### src/rtl/subtree_rr_arbiter_pkg.sv
// Shared types, defaults and the modulo-wrap helper for the subtree round-robin arbiter.
package subtree_arb_pkg;

  typedef enum logic [1:0] {
    IDLE = 2'd0,
    OWN  = 2'd1,
    GAP  = 2'd2
  } arb_state_t;

  localparam int NUM_REQ_DEFAULT  = 5;
  localparam int MAX_HOLD_DEFAULT = 16;

  // Position 'step' places after 'base' on a ring of n requesters (step 0 = base+1).
  // Wraps at n, not at a power of two, so results always stay in 0..n-1.
  function automatic int rr_wrap(input int base, input int step, input int n);
    int s;
    s = base + 1 + step;
    if (s >= n) s = s - n;
    return s;
  endfunction

endpackage

### src/rtl/subtree_rr_arbiter_if.sv
// Request/grant bundle between the subtree children and the arbiter.
//
// Handshake: a child raises req_i and holds it for the whole transaction;
// it owns the resource while its gnt_o bit is 1 (busy_o high, gnt_idx_o = its
// index). The transaction ends on the cycle where req_i and last_i are both
// high for the owner; dropping req_i early aborts it, and timeout_o pulses when
// the arbiter revokes the grant itself. last_i has meaning only together with req_i.
interface subtree_rr_arbiter_if
  import subtree_arb_pkg::*;
#(
  parameter int NUM_REQ = NUM_REQ_DEFAULT
) ();
  localparam int IDXW = $clog2(NUM_REQ);

  logic [NUM_REQ-1:0] req_i;
  logic [NUM_REQ-1:0] last_i;
  logic [NUM_REQ-1:0] gnt_o;
  logic [IDXW-1:0]    gnt_idx_o;
  logic               busy_o;
  logic               timeout_o;

  // Requester side (children)
  modport master (
    output req_i, last_i,
    input  gnt_o, gnt_idx_o, busy_o, timeout_o
  );

  // Arbiter side
  modport slave (
    input  req_i, last_i,
    output gnt_o, gnt_idx_o, busy_o, timeout_o
  );
endinterface

### src/rtl/subtree_rr_arbiter_rr_pick.sv
// Combinational round-robin pick: rotate requests so ptr+1 is bit 0,
// priority-encode the lowest set bit, then map the offset back to an index.
module rr_pick
  import subtree_arb_pkg::*;
#(
  parameter int NUM_REQ = NUM_REQ_DEFAULT,
  parameter int IDXW    = $clog2(NUM_REQ)
) (
  input  logic [NUM_REQ-1:0] req,
  input  logic [IDXW-1:0]    ptr,
  output logic               found,
  output logic [IDXW-1:0]    idx
);

  logic [NUM_REQ-1:0] rot;
  logic [IDXW-1:0]    off;

  // Rotate: rot[k] is the requester k+1 places after the last winner
  always_comb begin
    rot = '0;
    for (int k = 0; k < NUM_REQ; k++) begin
      rot[k] = req[rr_wrap(int'(ptr), k, NUM_REQ)];
    end
  end

  // Priority-encode: scan downwards so the lowest set offset wins
  always_comb begin
    found = 1'b0;
    off   = '0;
    for (int k = NUM_REQ - 1; k >= 0; k--) begin
      if (rot[k]) begin
        found = 1'b1;
        off   = IDXW'(k);
      end
    end
  end

  // Un-rotate back to a requester index, wrapping at NUM_REQ
  assign idx = IDXW'(rr_wrap(int'(ptr), int'(off), NUM_REQ));

endmodule

### src/rtl/subtree_rr_arbiter.sv
// Round-robin owner arbiter for one shared downstream resource.
// IDLE picks an owner, OWN holds it until last/abort/watchdog, GAP forces a
// one-cycle turnaround before the next pick.
module subtree_rr_arbiter
  import subtree_arb_pkg::*;
#(
  parameter int NUM_REQ  = NUM_REQ_DEFAULT,
  parameter int MAX_HOLD = MAX_HOLD_DEFAULT,
  parameter int IDXW     = $clog2(NUM_REQ)
) (
  input  logic               clk,
  input  logic               rst,
  subtree_rr_arbiter_if.slave bus,
  output arb_state_t         state_dbg
);

  localparam int              HW        = (MAX_HOLD > 2) ? $clog2(MAX_HOLD) : 1;
  localparam logic [HW-1:0]   HOLD_LAST = HW'(MAX_HOLD - 1);
  localparam logic [IDXW-1:0] PTR_RST   = IDXW'(NUM_REQ - 1);

  arb_state_t         state_q, state_d;
  logic [IDXW-1:0]    ptr_q;
  logic [IDXW-1:0]    own_q;
  logic [NUM_REQ-1:0] gnt_q;
  logic [HW-1:0]      hold_q;

  logic               found;
  logic [IDXW-1:0]    pick_idx;
  logic               own_req, own_last;
  logic               wd_hit, own_exit, wd_revoke;
  logic               busy, timeout;

  rr_pick #(
    .NUM_REQ (NUM_REQ),
    .IDXW    (IDXW)
  ) u_pick (
    .req   (bus.req_i),
    .ptr   (ptr_q),
    .found (found),
    .idx   (pick_idx)
  );

  // Owner view of the request lines; everyone else is ignored while in OWN
  always_comb begin
    own_req   = bus.req_i[own_q];
    own_last  = bus.last_i[own_q];
    wd_hit    = (hold_q == HOLD_LAST);
    own_exit  = (own_req & own_last) | ~own_req | wd_hit;
    // Completion and abort both take precedence over the watchdog
    wd_revoke = own_req & ~own_last & wd_hit;
  end

  // State register
  always_ff @(posedge clk or posedge rst) begin
    if (rst) state_q <= IDLE;
    else     state_q <= state_d;
  end

  // Next-state logic
  always_comb begin
    state_d = state_q;
    case (state_q)
      IDLE:    if (found) state_d = OWN;
      OWN:     if (own_exit) state_d = GAP;
      GAP:     state_d = IDLE;
      default: state_d = IDLE;
    endcase
  end

  // Output decode from the current state
  always_comb begin
    busy    = (state_q == OWN);
    timeout = (state_q == OWN) & wd_revoke;
  end

  // Owner, grant, round-robin pointer and hold counter registers
  always_ff @(posedge clk or posedge rst) begin
    if (rst) begin
      ptr_q  <= PTR_RST;
      own_q  <= '0;
      gnt_q  <= '0;
      hold_q <= '0;
    end else begin
      case (state_q)
        IDLE: begin
          if (found) begin
            gnt_q  <= NUM_REQ'(1) << pick_idx;
            own_q  <= pick_idx;
            ptr_q  <= pick_idx;
            hold_q <= '0;
          end
        end
        OWN: begin
          if (own_exit)    gnt_q  <= '0;
          else if (!wd_hit) hold_q <= hold_q + 1'b1;
        end
        default: gnt_q <= '0;
      endcase
    end
  end

  assign bus.gnt_o     = gnt_q;
  assign bus.gnt_idx_o = own_q;
  assign bus.busy_o    = busy;
  assign bus.timeout_o = timeout;
  assign state_dbg     = state_q;

endmodule

### src/flat_wrapper.sv
// flat-port wrapper written by rule: the top's interface ports become plain ports
module subtree_rr_arbiter_flat import subtree_arb_pkg::*;
#(
  parameter int NUM_REQ  = NUM_REQ_DEFAULT,
  parameter int MAX_HOLD = MAX_HOLD_DEFAULT,
  parameter int IDXW     = $clog2(NUM_REQ)
)
  (clk, rst, state_dbg, bus_req_i, bus_last_i, bus_gnt_o, bus_gnt_idx_o, bus_busy_o, bus_timeout_o);
  subtree_rr_arbiter_if #(.NUM_REQ(NUM_REQ)) bus_i ();
  input  logic clk;
  input  logic rst;
  output arb_state_t state_dbg;
  input wire logic [$bits(bus_i.req_i)-1:0] bus_req_i;
  input wire logic [$bits(bus_i.last_i)-1:0] bus_last_i;
  output wire logic [$bits(bus_i.gnt_o)-1:0] bus_gnt_o;
  output wire logic [$bits(bus_i.gnt_idx_o)-1:0] bus_gnt_idx_o;
  output wire logic [$bits(bus_i.busy_o)-1:0] bus_busy_o;
  output wire logic [$bits(bus_i.timeout_o)-1:0] bus_timeout_o;
  assign bus_i.req_i = bus_req_i;
  assign bus_i.last_i = bus_last_i;
  assign bus_gnt_o = bus_i.gnt_o;
  assign bus_gnt_idx_o = bus_i.gnt_idx_o;
  assign bus_busy_o = bus_i.busy_o;
  assign bus_timeout_o = bus_i.timeout_o;
  subtree_rr_arbiter #(.NUM_REQ(NUM_REQ), .MAX_HOLD(MAX_HOLD), .IDXW(IDXW)) u_core (.clk(clk), .rst(rst), .bus(bus_i), .state_dbg(state_dbg));
endmodule
### config.mk
export PLATFORM = sky130hd
export DESIGN_NAME = subtree_rr_arbiter_flat
export DESIGN_NICKNAME = d
export VERILOG_FILES = /design/src/rtl/subtree_rr_arbiter_pkg.sv /design/src/rtl/subtree_rr_arbiter_if.sv /design/src/rtl/subtree_rr_arbiter_rr_pick.sv /design/src/rtl/subtree_rr_arbiter.sv /design/src/flat_wrapper.sv
export SDC_FILE = /design/constraint.sdc
export NUM_CORES = 1
export LEC_CHECK = 0
export BUFFER_PORTS_ARGS = -buffer_cell sky130_fd_sc_hd__buf_2
export CORE_UTILIZATION = 41
export CTS_CLUSTER_DIAMETER = 200
export DETAILED_ROUTE_END_ITERATION = 7
export SYNTH_ARGS = -nofsm -noshare
export SYNTH_HDL_FRONTEND = slang
export SYNTH_SLANG_ARGS = --single-unit
### constraint.sdc
create_clock -name clk -period 6 [get_ports clk]
set_input_delay 1.2 -clock clk [delete_from_list [all_inputs] [get_ports clk]]
set_output_delay 1.2 -clock clk [all_outputs]
set_load 0.01 [all_outputs]
======== After elaboration in Yosys (flattened, before gate mapping) ========
Index checks and enable logic that the tools add are counted.
operators by class
  add/subtract/negate cells ............... 13
  $lt $le $gt $ge ......................... 12
  equality and inequality tests ........... 6
  shifts and indexed selects .............. 1
  muxes and demuxes ....................... 45
  bitwise gates (word level) .............. 8
  reductions and logical operators ........ 5
operators by type and width
  cell                                                                                  number
  32-bit by 4-bit greater-or-equal comparator with 1-bit output, second input constant  5
  32-bit by 5-bit less-than comparator with 1-bit output, second input constant         5
  32-bit two-way mux                                                                    5
  32-bit by 4-bit subtractor with 32-bit output, second input constant                  5
  32-bit by 3-bit adder with 32-bit output, second input constant                       2
  32-bit by 2-bit adder with 32-bit output, second input constant                       1
  32-bit by 4-bit adder with 32-bit output, second input constant                       1
  1-bit binary-select mux with 3-bit select                                             7
  3-bit two-way mux                                                                     6
  1-bit two-way mux                                                                     17
  4-bit two-way mux                                                                     3
  5-bit two-way mux                                                                     2
  5-bit one-hot mux with 2 select lines                                                 1
  4-bit one-hot mux with 2 select lines                                                 1
  4-bit by 3-bit adder with 5-bit output                                                1
  5-bit by 3-bit greater-or-equal comparator with 1-bit output, second input constant   1
  1-bit by 3-bit << shifter with 5-bit output, first input constant                     1
  3-bit by 1-bit adder with 4-bit output, second input constant                         1
  4-bit by 1-bit adder with 4-bit output, second input constant                         1
  1-bit bitwise AND                                                                     4
  4-bit equality test, second input constant                                            1
  3-bit by 4-bit less-than comparator with 1-bit output, second input constant          1
  2-bit two-way mux                                                                     2
  2-bit by 1-bit != test with 1-bit output, second input constant                       2
  other kinds (10)                                                                      14
storage, ports and cells
  register bits ........................... 17
  logic and storage cells ................. 95

======== Logic depth before layout (Yosys ltp) ========
  word-level depth ........................ 18
  gate-level depth with buffers ........... 27
  mapped depth without buffers ............ 25

======== Hierarchy ========
Synthesis repeated with hierarchy kept, for this count alone.
second synthesis, totals
  cells, all modules ...................... 248
  area total of the unflattened synthesis .. 2021.9 sq um
by module, submodules not included
  module              instances  cells each  area each (sq um)  seq. area each (sq um)
  rr_pick             1          169         1253.7             0.0
  subtree_rr_arbiter  1          79          768.2              376.6

======== Worst setup path after synthesis ========
Ideal clock, no wire load.
  path kind ............................... reg-to-reg
  from .................................... register u_core.ptr_q[2]
  to ...................................... register u_core.gnt_q[0] (netlist: u_core.bus.gnt_o[0])
  arrival time ............................ 5218 ps
  data required time ...................... 5922 ps
  slack ................................... 704 ps
  stages on the path, launching flop included .. 28
  clock period less this slack ............ 5296 ps
  path through ............................ dfstp_2 > buf_6 > buf_2 > xnor2_1 > inv_1 > ha_1 > buf_2 > a21oi_1 > ha_1 > inv_1 > o211ai_2 > xnor2_1 > o2111ai_1 > o211a_1 > nand3b_1 > a21oi_1 > ha_1 > fa_1 > inv_1 > ha_1 > nor3_1 > a21oi_1 > a211o_1 > a21oi_1 > mux2_2 > nor2_1 > nand2_1 > o2bb2ai_1
on the way
  longest elaborated chain between the ends .. 18
ends and longest elaborated chain
  element                                                                                                                         RTL line                          source
  start: declaration                                                                                                              subtree_rr_arbiter.sv:22          logic [IDXW-1:0] ptr_q;
  start signal: assignment                                                                                                        subtree_rr_arbiter.sv:89          ptr_q <= pick_idx;
  3-bit by 1-bit adder with 4-bit output (*)                                                                                      subtree_rr_arbiter_pkg.sv:17      s = base + 1 + step;
  32-bit by 4-bit adder with 32-bit output                                                                                        subtree_rr_arbiter_pkg.sv:17
  32-bit by 4-bit subtractor with 32-bit output or 32-bit by 4-bit greater-or-equal comparator with 1-bit output (tied branches)  subtree_rr_arbiter_pkg.sv:18      if (s >= n) s = s - n;
  32-bit two-way mux                                                                                                              subtree_rr_arbiter_pkg.sv:18
  1-bit binary-select mux with 3-bit select                                                                                       subtree_rr_arbiter_rr_pick.sv:22  rot[k] = req[rr_wrap(int'(ptr), k, NUM_REQ)];
  1-bit two-way mux (not written as such) (2 in a row)                                                                            subtree_rr_arbiter_rr_pick.sv:22
  3-bit two-way mux (5 in a row)                                                                                                  subtree_rr_arbiter_rr_pick.sv:31  if (rot[k]) begin
  4-bit by 3-bit adder with 5-bit output                                                                                          subtree_rr_arbiter_pkg.sv:17
  5-bit by 3-bit greater-or-equal comparator with 1-bit output or 3-bit subtractor (tied branches)                                subtree_rr_arbiter_pkg.sv:18
  3-bit two-way mux                                                                                                               subtree_rr_arbiter_pkg.sv:18
  1-bit by 3-bit << shifter with 5-bit output                                                                                     subtree_rr_arbiter.sv:87          gnt_q <= NUM_REQ'(1) << pick_idx;
  5-bit two-way mux                                                                                                               subtree_rr_arbiter.sv:86          if (found) begin
  5-bit one-hot mux with 2 select lines                                                                                           subtree_rr_arbiter.sv:84          case (state_q)
  end signal: assignment                                                                                                          subtree_rr_arbiter.sv:87
  end: declaration                                                                                                                subtree_rr_arbiter.sv:24          logic [NUM_REQ-1:0] gnt_q;
Mark *: on every way between the ends. The rest lies on a longest branch, timed or not. The select of a mux whose other input is x is not followed.
A chain may end at the register's enable or synchronous reset.

======== Worst setup path in the final report ========
  from .................................... register u_core.own_q[1] (netlist: u_core.bus.gnt_idx_o[1])
  to ...................................... register u_core.gnt_q[0] (netlist: u_core.bus.gnt_o[0])
on the way
  longest elaborated chain between the ends .. 7
ends and longest elaborated chain
  element                                                        RTL line                                            source
  start: declaration                                             subtree_rr_arbiter.sv:23                            logic [IDXW-1:0] own_q;
  start signal: assignment                                       subtree_rr_arbiter.sv:88                            own_q <= pick_idx;
  1-bit binary-select mux with 3-bit select (on tied branches)   subtree_rr_arbiter.sv:45, subtree_rr_arbiter.sv:46
  1-bit two-way mux (on tied branches)                           subtree_rr_arbiter.sv:45, subtree_rr_arbiter.sv:46
  1-bit bitwise AND or 1-bit NOT (tied branches)                 subtree_rr_arbiter.sv:48                            own_exit = (own_req & own_last) | ~own_req | wd_hit;
  1-bit OR (*) (2 in a row)                                      subtree_rr_arbiter.sv:48
  2-bit by 1-bit != test with 1-bit output (no source line) (*)  --
  2-bit AND reduction (no source line) (*)                       --
Marked as above.

==> results_dict.tcl <==
set metrics [dict create \
    drt_wl_total_mm 4.91 \
    synth_compound_area_frac 0.241 \
    syn_inst 251 \
    wl_per_cell_um 14.7 \
    hold_viol_final 0 \
    slew_headroom 0.625 \
    antenna_found_initial 0 \
    min_path_type "flip-flop to flip-flop" \
    clk_path_buf_depth 2 \
    synthFlopType "dfrtp_1" \
    rows 25 \
    path_class "flip-flop to flip-flop" \
    setup_violations 0 \
    grt-ovfl-total 0 \
    drt_iter0_drc 145 \
    vias 1842 \
    io_pins 24 \
    synth_area_mm2 0.00206 \
    htree_num_levels 1 \
    cts_buffers 3 \
    detail-route-antenna-nets 0 \
    cp-start-kind "flip-flop" \
    period_share 0.919 \
    grt_pass1_wl_mm 8.07 \
    cts_tree "built" \
    via_per_inst 5.50 \
    dp_hpwl_mm 3.70 \
    clk_latency_ns 0.24 \
    worstPathArrival_ns 5.68 \
    cap_violations 0 \
    clock_skew_ns 0.00113 \
    yosys.area_share.simple 0.244 \
    die_x_um 73.0 \
    core_mm2 0.00479 \
    post-route-min-period_ns 5.52 \
    synth_fp_nets 281 \
    drtPass1Iterations 4 \
    finalNetCount 299 \
    clk_pin_slew_ns 0.06 \
    drv_slew 0 \
    track_usage 0.193 \
    setup-tns-final_ns 0 \
    mostFrequentLayoutCells "nand2_1 (25), buf_2 (23), nor2_1 (21)" \
    synth_seq_area_share 0.182 \
    synth_mux_area_frac 0.0958 \
    clock-sinks 15 \
    grt_max_degree 28 \
    root_buffer "clkbuf_8" \
    n_antenna_cell 0 \
    ys_async_sr_fraction 1.00 \
    syn_area_per_cell_um2 8.23 \
    cp-end-kind "flip-flop" \
    grt_pass1_vias 1632 \
    status "finished clean" \
    synth_top_family_by_area "simple AND/OR/NAND/NOR gates" \
    fill_cells 507 \
    area_delta_synth_final_pct 9.64 \
    synth_xor_area_frac 0.0467 \
    drive_gt1_frac 0.209 \
    die_h_um 73.0 \
    synth-adder-area-share 0.113 \
    ys_seq_elements 15 \
    cts_hold_buf 0 \
    yosys_warnings 0 \
    required_ns 6.17 \
    synth_cell_types 66 \
    worstPathMaxFanout 14 \
    die-area_mm2 0.00532 \
    synth_edf_count 0 \
    portBuffers 23 \
    worst_pin_slew_ns 0.562 \
    drcViolationCount 0 \
    rsz0062_at_grt "false" \
    final_common_cell "nand2_1" \
    fmax_ghz 0.181 \
    gp_routability_congestion 0.829 \
    start_util 0.431 \
]
[cell usage after synthesis, types with 2 or more instances]
cell type   n  area, um2
o211ai_1    4       30.0
nand3_1     5       25.0
o22ai_1     2       12.5
o21bai_1    2       15.0
and3_4      2       22.5
nand4_1     2       12.5
o2bb2ai_1   5       43.8
o221ai_1    4       35.0
o21ai_0     4       20.0
buf_4       3       22.5
ha_1       17        213
buf_2       7       35.0
a21o_1      4       30.0
nand2b_1    9       56.3
inv_1      11       41.3
xor2_1      2       17.5
dfrtp_1    14        350
o21ai_2     3       26.3
nor2b_1     7       43.8
a41o_1      2       20.0
o21a_1      2       15.0
nand2_1    25       93.8
a211oi_2    2       25.0
a21boi_0    3       22.5
nor3_1      5       25.0
mux4_2      2       45.0
buf_6       4       45.0
nor2_1     21       78.8
a21oi_1    14       70.1
nor3b_1     2       15.0
mux2i_1    13        130
and3_1      3       18.8
a22o_1      2       17.5
xnor2_1     9       78.8
and2_1      4       25.0
[sequential cells by signal, indices dropped and copies added (netlist names)]
| name | flops |
|---|---|
| u_core.bus.gnt_idx_o | 3 |
| u_core.bus.gnt_o | 5 |
| u_core.hold_q | 4 |
| u_core.state_dbg | 2 |
| u_core.ptr_q | 1 |
[kinds of logic (layout without fill, tap and decap cells)]
group                      after synthesis  in the layout
and+or+nand+nor                         96             96
AOI/OAI and AO/OA                       66             66
buffers and inverters                   28             45
adders and majority gates               18             18
muxes                                   17             17
DFF                                     15             15
xor gates and xnor gates                11             11
[worst max-delay path, stage by stage (launching register included)]
cell       delay, ns
dfrtp_2         0.51
inv_1           0.15
ha_1            0.38
inv_1           0.16
ha_1            0.22
a21oi_1         0.14
ha_1            0.24
inv_1           0.09
o211ai_2        0.19
xnor2_1         0.18
o2111ai_1       0.19
o211a_1         0.18
nand3b_1        0.10
a21oi_1         0.10
ha_1            0.23
fa_1            0.55
inv_1           0.08
ha_1            0.19
nor3_1          0.24
a21oi_1         0.06
a211o_1         0.28
a21oi_2         0.24
mux2_2          0.37
nor2_1          0.14
nand2_1         0.07
o2bb2ai_1       0.14
[routing by layer]
metal | global-route usage | up-vias | routed length, um
met5 | 0 | - | 0
met4 | 0.0392 | 0 | 24
met3 | 0.00829 | 2 | 69
met2 | 0.333 | 23 | 2470
met1 | 0.269 | 880 | 2350
li1 | - | 937 | -
[cell type report]
cell class	count	area, um2	share of cell area
Clock buffer	3	41.3	0.0182
Clock inverter	1	5.00	0.00221
Inverter	13	53.8	0.0238
Multi-Input combinational cell	208	1550	0.684
Sequential cell	15	378	0.167
Tap cell	67	83.8	0.0370
Timing Repair Buffer	28	153	0.0674
[worst paths after layout]
| kind | startpoint | depth (start not counted) | endpoint | slack, ns |
|---|---|---|---|---|
| setup / recovery | u_core.bus.gnt_idx_o[1] | 25 | u_core.bus.gnt_o[0] | 0.48 |
| hold / removal | u_core.bus.gnt_o[0] | 1 | u_core.bus.gnt_o[0] | 0.49 |
| setup reg to reg | u_core.bus.gnt_idx_o[1] | 25 | u_core.bus.gnt_o[0] | 0.48 |
| hold reg to reg | u_core.bus.gnt_o[0] | 1 | u_core.bus.gnt_o[0] | 0.49 |
| max in group asynchronous | rst | 2 | u_core.bus.gnt_idx_o[1] | 4.60 |
| min in group asynchronous | rst | 2 | u_core.bus.gnt_o[4] | 1.00 |
[timing repair]
| item | in CTS | in global routing |
|---|---|---|
| setup endpoints to repair | 0 | 9 |
| setup buffers | 0 | 0 |
| gates resized for setup | 0 | 5 |
[per-stage QoR]
stage | utilization | setup WS [ns] | area (um2) | instances | hold slack, ns
6_report | 0.473 | 0.484 | 2260 | 335 | 0.488
5_1_grt | 0.473 | 0.0711 | 2260 | 335 | 0.510
4_1_cts | 0.468 | 0.0202 | 2240 | 335 | 0.493
3_5_place_dp | 0.459 | 0.0640 | 2190 | 331 | 0.469
3_3_place_gp | 0.459 | 0.197 | 2190 | 331 | 0.466
2_1_floorplan | - | 0.704 | 2060 | 251 | 0.522
Power is not shown: default switching activity piles up to over one toggle a cycle in this logic, so the estimate is an artifact.
